## config.mk

```make
export PLATFORM = sky130hd
export DESIGN_NAME = serial_word_packer
export DESIGN_NICKNAME = d
export VERILOG_FILES = /design/src/rtl/serial_word_packer.sv
export SDC_FILE = /design/constraint.sdc
export NUM_CORES = 1
export LEC_CHECK = 0
export ABC_AREA = 1
export BUFFER_PORTS_ARGS = -buffer_cell sky130_fd_sc_hd__clkbuf_2
export CORE_MARGIN = 3
export CORE_UTILIZATION = 40
export DETAILED_ROUTE_END_ITERATION = 10
export HOLD_SLACK_MARGIN = 0.12
export SYNTH_ARGS = -nofsm -noshare
export SYNTH_HDL_FRONTEND = slang
export SYNTH_SLANG_ARGS = --single-unit
export TNS_END_PERCENT = 5
```

## constraint.sdc

```tcl
create_clock -name clk_1 -period 1.2 [get_ports clk_1]
set_input_delay 0.06 -clock clk_1 [delete_from_list [all_inputs] [get_ports clk_1]]
set_output_delay 0.06 -clock clk_1 [all_outputs]
set_load 0.02 [all_outputs]
```

## src/rtl/serial_word_packer.sv

```systemverilog
// Serial-to-parallel word packer: collects DW framed serial bits into a word
// and offers it to a downstream FIFO through a single holding register.
module serial_word_packer #(
    parameter int DW        = 16,
    parameter bit MSB_FIRST = 1'b1
) (
    input  logic          clk_1,
    input  logic          rst,
    input  logic          ser_in,
    input  logic          ser_valid,
    input  logic          ser_start,
    input  logic          buffer_full,
    output logic [DW-1:0] data_1,
    output logic          data_1_en,
    output logic          busy,
    output logic          err_overrun,
    output logic          err_abort,
    output logic [7:0]    words_out
);

    localparam int CW = $clog2(DW + 1);

    typedef enum logic {IDLE, SHIFT} state_t;

    state_t          state_reg, state_next;
    logic [CW-1:0]   bit_cnt_reg, bit_cnt_next;
    logic [DW-1:0]   shift_reg, shift_next;
    logic [DW-1:0]   hold_reg, hold_next;
    logic            hold_valid_reg, hold_valid_next;
    logic            overrun_reg, overrun_next;
    logic            abort_reg, abort_next;
    logic [7:0]      words_reg, words_next;

    logic [DW-1:0]   shift_ins;
    logic [DW-1:0]   first_ins;
    logic            drain;
    logic            word_done;

    // Bit order only changes where a new bit enters the shift register.
    generate
        if (MSB_FIRST) begin : g_msb_first
            assign shift_ins = {shift_reg[DW-2:0], ser_in};
            assign first_ins = {{(DW-1){1'b0}}, ser_in};
        end else begin : g_lsb_first
            assign shift_ins = {ser_in, shift_reg[DW-1:1]};
            assign first_ins = {ser_in, {(DW-1){1'b0}}};
        end
    endgenerate

    assign drain = hold_valid_reg & ~buffer_full;

    always_comb begin
        state_next      = state_reg;
        bit_cnt_next    = bit_cnt_reg;
        shift_next      = shift_reg;
        hold_next       = hold_reg;
        hold_valid_next = hold_valid_reg;
        overrun_next    = overrun_reg;
        abort_next      = abort_reg;
        words_next      = words_reg;
        word_done       = 1'b0;

        case (state_reg)
            IDLE: begin
                if (ser_valid && ser_start) begin
                    shift_next   = first_ins;
                    bit_cnt_next = CW'(1);
                    state_next   = SHIFT;
                end
            end
            SHIFT: begin
                if (ser_valid) begin
                    if (ser_start) begin
                        abort_next   = 1'b1;
                        shift_next   = first_ins;
                        bit_cnt_next = CW'(1);
                    end else begin
                        shift_next   = shift_ins;
                        bit_cnt_next = bit_cnt_reg + CW'(1);
                        if (bit_cnt_reg == CW'(DW - 1)) begin
                            word_done    = 1'b1;
                            bit_cnt_next = '0;
                            state_next   = IDLE;
                        end
                    end
                end
            end
            default: state_next = IDLE;
        endcase

        if (drain) begin
            hold_valid_next = 1'b0;
            words_next      = words_reg + 8'd1;
        end

        // A word finishing on a drain edge may reuse the slot being emptied.
        if (word_done) begin
            if (!hold_valid_reg || drain) begin
                hold_next       = shift_ins;
                hold_valid_next = 1'b1;
            end else begin
                overrun_next    = 1'b1;
            end
        end
    end

    always_ff @(posedge clk_1) begin
        if (rst) begin
            state_reg      <= IDLE;
            bit_cnt_reg    <= '0;
            shift_reg      <= '0;
            hold_reg       <= '0;
            hold_valid_reg <= 1'b0;
            overrun_reg    <= 1'b0;
            abort_reg      <= 1'b0;
            words_reg      <= '0;
        end else begin
            state_reg      <= state_next;
            bit_cnt_reg    <= bit_cnt_next;
            shift_reg      <= shift_next;
            hold_reg       <= hold_next;
            hold_valid_reg <= hold_valid_next;
            overrun_reg    <= overrun_next;
            abort_reg      <= abort_next;
            words_reg      <= words_next;
        end
    end

    assign data_1      = hold_reg;
    assign data_1_en   = drain;
    assign busy        = (state_reg == SHIFT);
    assign err_overrun = overrun_reg;
    assign err_abort   = abort_reg;
    assign words_out   = words_reg;

endmodule

```

# Yosys cells after proc, flatten, opt, wreduce, memory -nomap -nowiden
# Index checks and enable logic that the tools add are counted.
[classes] addsub=2 eq_ne=3 muxes=21 bitwise_logic=4 n_reduce_logical=7
[op_table] op="15-bit two-way mux" n=3
[op_table] op="15-bit one-hot mux with 2 select lines" n=1
[op_table] op="5-bit two-way mux" n=4
[op_table] op="1-bit two-way mux" n=11
[op_table] op="5-bit one-hot mux with 2 select lines" n=1
[op_table] op="8-bit by 1-bit adder with 8-bit output, second input constant" n=1
[op_table] op="2-bit AND reduction" n=3
[op_table] op="5-bit by 1-bit adder with 5-bit output, second input constant" n=1
[op_table] op="5-bit by 4-bit == test with 1-bit output, second input constant" n=1
[op_table] op="2-bit != test, second input constant" n=2
[op_table] op="1-bit inverter" n=3
[op_table] op="3-bit AND reduction" n=1
[op_table] op="1-bit one-hot mux with 2 select lines" n=1
[op_table] op="1-bit bitwise AND" n=1
[op_table] op="1-bit logical AND" n=1
[op_table] op="1-bit logical NOT" n=1
[op_table] op="1-bit logical OR" n=1
[totals] register_bits=48 wordCells=45

# Longest topological paths before layout
# Gate-level depths: netlist of run 1.
[logic_depth] word_depth=6 ltp_mapped=8

# Least setup slack after synthesis of run 1
# OpenSTA, ideal clock, no wires.
[synth_path] path_type="register to register" from="reg state_reg, in the netlist busy" to="reg hold_reg[10], in the netlist data_1[10]" arrival_time_ns=1.199 t_required_ns=1.087 path_slack_ns=-0.112 stages_incl_launch_ff=7 n_path_buf=1 synth_period_minus_slack_ns=1.312 cell_sequence="dfxtp_1 -> nand2_2 -> nor2_4 -> nand3_4 -> buf_2 -> nor2_1 -> nor2_1"
[synth_between] elab_chain_cells=2
[synth_rtl] element="from (decl)" line_no="25" text="state_t state_reg, state_next;"
[synth_rtl] element="from (signal assigned)" line_no="118" text="state_reg <= state_next;"
[synth_rtl] element="1-bit two-way mux" line_no="63" text="case (state_reg)"
[synth_rtl] element="2-bit AND reduction (no source line)"
[synth_rtl] element="to (signal assigned)" line_no="121" text="hold_reg <= hold_next;"
[synth_rtl] element="to (decl)" line_no="28" text="logic [DW-1:0] hold_reg, hold_next;"
# No other way between the ends.
# A chain may end at the register's enable or synchronous reset.

# Worst setup path in the final report of run 1
[layout_path] from="reg bit_cnt_reg[1]" to="reg hold_reg[5], in the netlist data_1[5]"
[layout_between] elab_chain_cells=6
[layout_rtl] element="from (decl)" line_no="26" text="logic [CW-1:0] bit_cnt_reg, bit_cnt_next;"
[layout_rtl] element="from (signal assigned)" line_no="119" text="bit_cnt_reg <= bit_cnt_next;"
[layout_rtl] element="5-bit by 4-bit == test with 1-bit output" line_no="80" text="if (bit_cnt_reg == CW'(DW - 1)) begin"
[layout_rtl] element="1-bit two-way mux" line_no="80"
[layout_rtl] element="1-bit two-way mux" line_no="73" text="if (ser_start) begin"
[layout_rtl] element="1-bit two-way mux" line_no="72" text="if (ser_valid) begin"
[layout_rtl] element="1-bit two-way mux" line_no="63"
[layout_rtl] element="2-bit AND reduction (no source line)"
# No other way between the ends.

==> results of run 1 <==
-- per-stage QoR --
step | std cells | hold slack (ps)
after CTS | 396 | 121
after detailed placement | 386 | 320
after global routing | 396 | 162
after global placement | 386 | 323
after floorplan | 283 | 139
final | 396 | 130
-- layout make-up --
class	count	area, µm²	area share
Sequential cell	48	967	0.387
Multi-Input combinational cell	188	878	0.351
Timing Repair Buffer	49	319	0.128
Inverter	38	143	0.0571
Tap cell	65	81.3	0.0325
Clock buffer	5	68.8	0.0275
Clock inverter	3	42.5	0.0170
-- cells by family after synthesis --
kind of cell	Yosys count	share of synthesized area
AND/OR/NAND/NOR	159	0.332
buffers and inverters	47	0.0999
AO/OA/AOI/OAI	27	0.0695
flip-flops	48	0.485
adder cells (fa/ha/maj)	2	0.0126
-- cells in the mapped netlist (2+ instances only) --
cell type / instances
dfxtp_1: 48
inv_1: 37
buf_2: 5
nand4_1: 4
nand2_1: 84
a21oi_1: 20
ha_1: 2
nor2_1: 57
buf_6: 2
nand3_1: 6
nor2_4: 2
o21ai_0: 6
clkbuf_1: 2
-- power breakdown --
group	switching, mW	total [mW]	internal, mW
clock network	0.527	1.14	0.617
registers	0.00895	1.61	1.60
logic	0.0854	0.145	0.0597
total	0.621	2.90	2.28
-- worst max-delay path: cells and delay by family (launching register included) --
kind	cells	cell delay, ps
and+or+nand+nor	6	480
DFF	1	360
buffers and inverters	1	170
adders and majority gates	1	160
-- per-layer routing --
layer  up-vias  global-route usage  wire, µm
li1        955                   -         -
met1       752               0.187      2000
met2        27               0.236      1780
met3         5              0.0296       134
met4         0              0.0598        50
met5         -                   0         0
-- path summary, 6_finish.rpt --
check	startpoint	end	slack, ps	cells after the start
hold reg to reg	err_overrun$_SDFFE_PP0P_	err_overrun$_SDFFE_PP0P_	450	2
setup / recovery	bit_cnt_reg[1]$_SDFFE_PP0P_	data_1[5]$_SDFFE_PP0P_	-40	8
setup reg to reg	bit_cnt_reg[1]$_SDFFE_PP0P_	data_1[5]$_SDFFE_PP0P_	-40	8
hold / removal	ser_valid	bit_cnt_reg[4]$_SDFFE_PP0P_	130	4
-- what timing repair did --
item                                   in CTS  in global routing
setup endpoints to repair                  16                 34
gates resized for setup                     2                 10
pin swaps                                   0                  2
hold buffers                                2                  0
endpoints found under the hold margin       6                  0
==> results.txt, run 1 <==
Crit path max fanout: 32
CTS Buf Count: 5
Post-synth EDFFs: 0
Fmax: 807 MHz
Setup_tns: -413 ps
Synth Cell Area: 1980 µm²
CTS sink cnt: 48
Worst IR Drop VDD: 0.713 mV
Sequential fraction of the synthesis area: 0.485
Crit end category: flop
CTS clk-pin slew, worst paths: 90 ps
GRT Resource Usage Total: 0.145
Num ports: 34
Fin nets: 338
Final total power: 2.90 mW
Required @ worst endpoint: 1440 ps
First DRT Iteration DRCs: 87
Largest net degree at the start of global routing: 33
Number of remaining DRC errors: 0
CTS tree: done
Hold Fails Final Rpt: 0
Top post-synthesis cells by area: dfxtp_1 (49%), nand2_1 (16%), nor2_1 (11%)
Kind of critical path: reg2reg
Worst path cell trace: ha_4, nand3_4, nor2_4, nand3_4, buf_12, nand2_1, nand2_1, nor2_1
MaxCap Viol Count: 0
Layout Utilization: 0.548
Post-DR wirelength/cell: 10.0 µm
Final WS setup: -39.6 ps
Biggest area consumer among synthesized cells: dfxtp_1
Synth top area share: 0.485
Synth Instances: 283
Layout cells sized above 1: 0.227
Slew HR: 0.833
Grt ovf: 0
Worst hold path type: in2reg
Floorplan core area: 4560 µm²
Period utilization: 1.03
Global-route wire length before repair: 7020 µm
Area delta synth->final: 26.3%
Slew Limit Fails: 0
Synthesized flop and latch total: 48
Tmin final: 1240 ps
PwrDens: 1160 nW/µm²
Routed Antenna Nets: 0
Slowest cell on crit path: dfxtp_2
Total number of vias: 1739
Placed instance area: 2320 µm²
Ys flop type: dfxtp_1
Slew @ Worst Pin: 249 ps
CTS Buffer Depth: 2
Post-DR vias/cell: 4.39
DRT Pass-1 Iters: 4
Setup WS pre-CTS: -57.7 ps
Clock Latency Late Sink: 290 ps
Most frequent cells in the layout: nand2_1 (84), nor2_1 (52), dfxtp_1 (43)
Site row count: 24
Syn avg cell area: 6.99 µm²
Post-CTS Repair Setup Buffers: 0
DPL Wire Length: 2730 µm
Ys Warns: 0
Status: finished, violations left
RSZ-0062 raised after global routing: yes
Antenna violations before repair: 0
Final design instance area without fill: 2500 µm²
CTS H-tree lvls: 2
Clock root cell: clkbuf_8
I/O Buffers: 33
Commonest non-fill, non-tap cell in the layout: nand2_1
Failing checks: setup timing
Distinct cell type count after synthesis: 21
Net Count, Synth: 291
Clk_skew: 4.65 ps
Initial core utilization: 0.434
Gpl congestion: 0.787
Post-Route WL: 3970 µm
Final Setup Violations: 16
Pleak: 1.17 nW
Die width: 76.3 µm
Die area: 5830 µm²
Post-synth ARST share: 0
Vias in the first global route: 1570
N_diodes: 0
Max reg flops: 16
Filler Cell Count: 501
CP max stage delay: 360 ps
Critical path arrival: 1480 ps
Die H: 76.3 µm
Crit start category: flop
(Power assumes the default switching activity.)
==> inputs of run 2 (changes only) <==
Settings changed: ABC_AREA 1 to default.
==> results.txt, run 2 <==
Critical path arrival: 1660 ps (+180 ps)
CTS sink cnt: 48 (unchanged)
Number of remaining DRC errors: 0 (unchanged)
Clock root cell: clkbuf_8
Register area: 973 µm² (+0.65%)
Most frequent cell after synthesis: dfxtp_1
Syn avg cell area: 9.79 µm² (+40%)
Die width: 76.3 µm (about the same)
CTS Buf Count: 5 (unchanged)
Global-route wire length before repair: 7360 µm (+4.8%)
Worst hold stages: 3 (-1)
RSZ-0062 raised after global routing: yes
First DRT Iteration DRCs: 95 (+9.2%)
MaxCap Viol Count: 0 (unchanged)
Slew Limit Fails: 0 (unchanged)
Crit start category: flop
R2R Setup Slk: -220 ps (-180 ps)
Area occupied by multi-input gates: 1050 µm² (+20%)
DRT Pass-1 Iters: 4 (unchanged)
Kind of critical path: reg2reg
Grt ovf: 0 (unchanged)
Antenna violations before repair: 0 (unchanged)
Clock Latency Late Sink: 300 ps (about the same)
Die area: 5830 µm² (about the same)
GRT Resource Usage Total: 0.152 (+0.00705)
Clk_skew: 9.52 ps (+4.87 ps)
Area delta synth->final: 42.3%
N_diodes: 0 (unchanged)
Hold Fails Final Rpt: 0 (unchanged)
Post-synth EDFFs: 0 (unchanged)
Required @ worst endpoint: 1430 ps (about the same)
Num ports: 34 (unchanged)
Status: finished, violations left
Fin nets: 278 (-18%)
CTS H-tree lvls: 2 (unchanged)
Hold Startpoint: ser_start
Layout cells sized above 1: 0.393 (+0.166)
Reg-to-Reg End: data_1[1]$_SDFFE_PP0P_
Final Setup Violations: 22 (+6)
DPL Wire Length: 2860 µm (+4.6%)
Commonest non-fill, non-tap cell in the layout: dfxtp_1
Failing checks: setup timing
Total number of vias: 1635 (-6.0%)
Post-DR wirelength/cell: 13.0 µm (+30%)
Slew HR: 0.819 (-0.0140)
CTS clk-pin slew, worst paths: 90 ps (about the same)
Slew @ Worst Pin: 272 ps (+22.9 ps)
R2R depth: 6 (-2)
Hold WS: 142 ps (+12.2 ps)
Setup WS pre-CTS: -281 ps (-223 ps)
PwrDens: 1120 nW/µm² (-3.3%)
Largest net degree at the start of global routing: 23 (-30%)
Synth top cells by count: dfxtp_1 (48), nand2b_1 (33), nor2_1 (23)
Post-Route WL: 4350 µm (+9.7%)
Post-DR vias/cell: 4.88 (+11%)
Sequential fraction of the synthesis area: 0.486 (about the same)
Setup_tns: -3270 ps (-2860 ps)
Site row count: 24 (unchanged)
Synth Cell Area: 1980 µm² (about the same)
Worst IR Drop VDD: 0.608 mV (-15%)
Floorplan core area: 4560 µm² (unchanged)
Filler Cell Count: 408 (-19%)
Crit path max fanout: 8 (-75%)
CTS Buffer Depth: 2 (unchanged)
Worst flop-to-flop path startpoint: bit_cnt_reg[0]$_SDFFE_PP0P_
Ys flop type: dfxtp_1
Crit end category: flop
Synthesized flop and latch total: 48 (unchanged)
Tmin final: 1420 ps (+183 ps)
Distinct cell type count after synthesis: 33 (+57%)
Most frequent cells in the layout: dfxtp_1 (40), nand2b_1 (33), clkbuf_2 (32)
Routed Antenna Nets: 0 (unchanged)
Final WS setup: -222 ps (-183 ps)
Max reg flops: 16 (unchanged)
Fmax: 703 MHz (-13%)
Final design instance area without fill: 2810 µm² (+13%)
Ys Warns: 0 (unchanged)
Synth Instances: 202 (-29%)
Layout Utilization: 0.617 (+0.0688)
Top post-synthesis cells by area: dfxtp_1 (49%), nand2b_1 (10%), mux2i_1 (9.1%)
Initial core utilization: 0.433 (about the same)
Synth top area share: 0.486 (about the same)
Placed instance area: 2470 µm² (+6.6%)
Post-synth ARST share: 0 (unchanged)
I/O Buffers: 33 (unchanged)
Net Count, Synth: 210 (-28%)
Vias in the first global route: 1563 (-0.45%)
Hold EP: err_abort$_SDFFE_PP0P_
Biggest area consumer among synthesized cells: dfxtp_1
Die H: 76.3 µm (about the same)
Period utilization: 1.19 (+0.152)
Worst hold path type: in2reg
CTS tree: done
Pleak: 1.09 nW (-7.1%)
Gpl congestion: 0.753 (-4.3%)
[run 2: changes by cell type after synthesis, sizes merged, moves of 6 or more]
cell    change
a21oi      -13
a22oi      +14
clkbuf      +7
inv        -33
mux2i      +18
nand2      -80
nand2b     +33
nand3       -6
nor2       -37
[run 2: what timing repair did]
action,CTS,global route
resized for setup,8,26
pin swaps,3,13
hold buffers,4,0
endpoints found under the setup margin,41,44
hold endpoints to repair,4,0
gates cloned,1,0
setup buffers,2,1
[run 2: final cells by class]
cell class                      count  share of cell area
Clock buffer                        5              0.0245
Clock inverter                      2              0.0213
Inverter                            4             0.00534
Multi-Input combinational cell    138               0.375
Sequential cell                    48               0.346
Tap cell                           65              0.0289
Timing Repair Buffer               73               0.199
[run 2: how the worst max path moves through the flow]
stage / start / endpoint / slack [ps]
after floorplan: bit_cnt_reg[1]$_SDFFE_PP0P_ / data_1[10]$_SDFFE_PP0P_ / -510
after global placement: bit_cnt_reg[1]$_SDFFE_PP0P_ / data_1[2]$_SDFFE_PP0P_ / -240
after detailed placement: bit_cnt_reg[1]$_SDFFE_PP0P_ / data_1[13]$_SDFFE_PP0P_ / -280
after CTS: bit_cnt_reg[0]$_SDFFE_PP0P_ / data_1[5]$_SDFFE_PP0P_ / -270
after global routing: bit_cnt_reg[0]$_SDFFE_PP0P_ / data_1[5]$_SDFFE_PP0P_ / -300
final: bit_cnt_reg[0]$_SDFFE_PP0P_ / data_1[1]$_SDFFE_PP0P_ / -220
[run 2: cell families (layout without fill, tap and decap cells)]
family / count (synthesis) / count (layout) / synth area share
buf+inv: 16 / 84 / 0.0367
xor+xnor: 2 / 2 / 0.00886
compound gates: 37 / 37 / 0.135
flops: 48 / 48 / 0.486
mux: 18 / 18 / 0.0911
fa+ha+maj: 2 / 2 / 0.0126
simple gates: 79 / 79 / 0.230
[run 2: where the power goes]
group          leakage (nW)  switching (mW)  total (mW)  internal, mW
Sequential            0.391         0.00829        1.61          1.60
Combinational         0.636           0.101       0.199        0.0978
Clock                0.0642           0.530        1.35         0.820
Total                  1.09           0.639        3.16          2.52
[run 2: routing by layer]
layer,vias up,wire length (µm),global-route usage
met5,-,0,0
met4,0,38,0.0435
met3,4,154,0.0402
met2,30,2020,0.232
met1,758,2140,0.211
li1,843,-,-
[run 2: worst max-delay path, stage by stage, from the launching register on]
cell,delay [ps]
dfxtp_2,360
ha_4,150
nand4b_4,110
a2111oi_4,220
buf_4,180
clkbuf_16,150
mux2i_1,180
[run 2: metrics by stage]
stage	total power [mW]	instances
after floorplan	1.73	202
after global placement	1.82	320
after detailed placement	1.82	320
after CTS	3.17	334
after global routing	3.28	335
final	3.16	335
==> inputs of run 3 (changes only) <==
Settings changed: CELL_PAD_IN_SITES_DETAIL_PLACEMENT from default to 0, CELL_PAD_IN_SITES_GLOBAL_PLACEMENT from default to 1, CORE_UTILIZATION 40 to 38, PLACE_DENSITY_LB_ADDON from default to 0.1.
==> results.txt, run 3 (same netlist as run 2, synthesis figures left out) <==
Status: finished, violations left
Failing checks: setup timing
Tmin final: 1500 ps (+75.9 ps)
Worst Setup SP: bit_cnt_reg[0]$_SDFFE_PP0P_
Fin nets: 266 (-4.3%)
Worst hold path type: in2reg
Routed Antenna Nets: 0 (unchanged)
First DRT Iteration DRCs: 103 (+8.4%)
Kind of critical path: reg2reg
Setup_tns: -4840 ps (-1570 ps)
Die area: 6110 µm² (+4.8%)
Clk_skew: 10.6 ps (+1.12 ps)
RSZ-0062 raised after global routing: yes
Clock root cell: clkbuf_8
M1 wire length: 2160 µm (+1.0%)
Global-route wire length before repair: 7400 µm (+0.46%)
Worst IR Drop VDD: 0.614 mV (+1.1%)
Largest net degree at the start of global routing: 65 (+180%)
Grt ovf: 0 (unchanged)
Required @ worst endpoint: 1430 ps (about the same)
Max reg flops: 16 (unchanged)
Crit path max fanout: 8 (unchanged)
Fmax: 667 MHz (-5.1%)
Placed Instances: 312 (-2.5%)
Site row count: 25 (+4.2%)
Routed met3 length: 108 µm (-30%)
Die width: 78.2 µm (+2.4%)
DR top layer: met4
Met2 routed WL: 2070 µm (+2.5%)
GRT Resource Usage Total: 0.148 (-0.00399)
CTS Buffer Depth: 2 (unchanged)
Non-Filler Instances: 326 (-2.7%)
Gpl congestion: 0.770 (+2.3%)
Number of remaining DRC errors: 0 (unchanged)
Final WS setup: -298 ps (-75.9 ps)
Total number of vias: 1586 (-3.0%)
Floorplan core area: 4880 µm² (+6.9%)
Slew HR: 0.815 (-0.00376)
Final Setup Violations: 22 (unchanged)
Critical path arrival: 1730 ps (+70 ps)
CTS Buf Count: 5 (unchanged)
Initial core utilization: 0.405 (-0.0280)
Crit start category: flop
Layout cells sized above 1: 0.347 (-0.0451)
Hold Fails Final Rpt: 0 (unchanged)
CP max stage delay: 360 ps (about the same)
Period utilization: 1.25 (+0.0632)
DRT Pass-1 Iters: 4 (unchanged)
I/O Buffers: 33 (unchanged)
Hold Startpoint: ser_start
Clock Latency Late Sink: 300 ps (about the same)
Commonest non-fill, non-tap cell in the layout: dfxtp_1
Slowest cell on crit path: dfxtp_2
Antenna violations before repair: 0 (unchanged)
Area delta synth->final: 36.1%
Slew @ Worst Pin: 278 ps (+5.64 ps)
Post-DR vias/cell: 4.87 (-0.32%)
Die H: 78.2 µm (+2.4%)
PwrDens: 1180 nW/µm² (+4.9%)
MaxCap Viol Count: 0 (unchanged)
Pleak: 1.03 nW (-5.5%)
Worst path cell trace: ha_4, nand4b_4, a2111oi_4, buf_4, clkbuf_16, mux2i_1
N_diodes: 0 (unchanged)
CTS H-tree lvls: 2 (unchanged)
DPL Wire Length: 2790 µm (-2.3%)
CTS sink cnt: 48 (unchanged)
Post-DR wirelength/cell: 13.4 µm (+2.9%)
Setup WS pre-CTS: -291 ps (-10.5 ps)
Post-Route WL: 4360 µm (+0.16%)
Slew Limit Fails: 0 (unchanged)
Worst flop-to-flop path startpoint: bit_cnt_reg[0]$_SDFFE_PP0P_
Vias in the first global route: 1527 (-2.3%)
CTS clk-pin slew, worst paths: 90 ps (about the same)
Num ports: 34 (unchanged)
CTS tree: done
Final total power: 3.17 mW (+0.32%)
Most frequent cells in the layout: dfxtp_1 (41), nand2b_1 (33), clkbuf_2 (32)
Crit end category: flop
==> run 3: cell count changes in the layout (fill, tap and decap cells not counted), moves of 2 or more <==
| cell | previous run | this run |
|---|---|---|
| a22oi_1 | 2 | 6 |
| a22oi_2 | 13 | 9 |
| buf_4 | 28 | 20 |
| buf_6 | 4 | 2 |
| dlygate4sd3_1 | 4 | 2 |
| o21ai_1 | 1 | 3 |
==> run 3: power by group <==
part / switching, mW / internal (mW) / total, mW
clock: 0.551 / 0.839 / 1.39
combinational: 0.0934 / 0.0772 / 0.171
sequential: 0.00726 / 1.60 / 1.61
total: 0.651 / 2.51 / 3.17
==> run 3: per-stage QoR <==
step / area [µm²] / hold WS, ps / util
floorplan: 1990 / 204 / -
global placement: 2400 / 341 / 0.492
detailed placement: 2400 / 337 / 0.492
CTS: 2620 / 129 / 0.537
global route: 2690 / 164 / 0.552
finish: 2690 / 137 / 0.552
==> run 3: worst paths after layout <==
kind	endpoint	slack (ps)	cells after the start
worst max-delay path	data_1[1]$_SDFFE_PP0P_	-300	6
worst min-delay path	err_abort$_SDFFE_PP0P_	140	3
worst max register to register	data_1[1]$_SDFFE_PP0P_	-300	6
worst min register to register	err_abort$_SDFFE_PP0P_	470	2
==> run 3: layout make-up <==
type	instances	area, µm²
clock buffers	5	68.8
clock inverters	3	68.8
fillers	456	2190
inverters	4	15.0
multi-input cells	138	1020
flip-flops and latches	48	972
well taps	67	83.8
repair buffers	61	458
==> run 3: repair_timing <==
action                                  4_1_cts  5_1_grt
hold buffers                                  2        0
cloned                                        1        0
pin swaps                                     4        7
endpoints found under the setup margin       26       43
setup buffers                                 2        1
resized for setup                             8       18
endpoints found under the hold margin         3        0
==> run 3: routing by layer <==
layer | GRT usage | up-vias
li1 | - | 825
met1 | 0.203 | 740
met2 | 0.235 | 19
met3 | 0.0401 | 2
met4 | 0.0315 | 0
met5 | 0 | -
==> run 3: critical path, delay by kind of cell, from the launching register on <==
| family | cells | cell delay (ps) |
|---|---|---|
| AND/OR/NAND/NOR | 1 | 100 |
| flip-flops | 1 | 360 |
| buffers and inverters | 2 | 350 |
| AO/OA/AOI/OAI | 1 | 310 |
| adder cells (fa/ha/maj) | 1 | 150 |
| multiplexers | 1 | 170 |
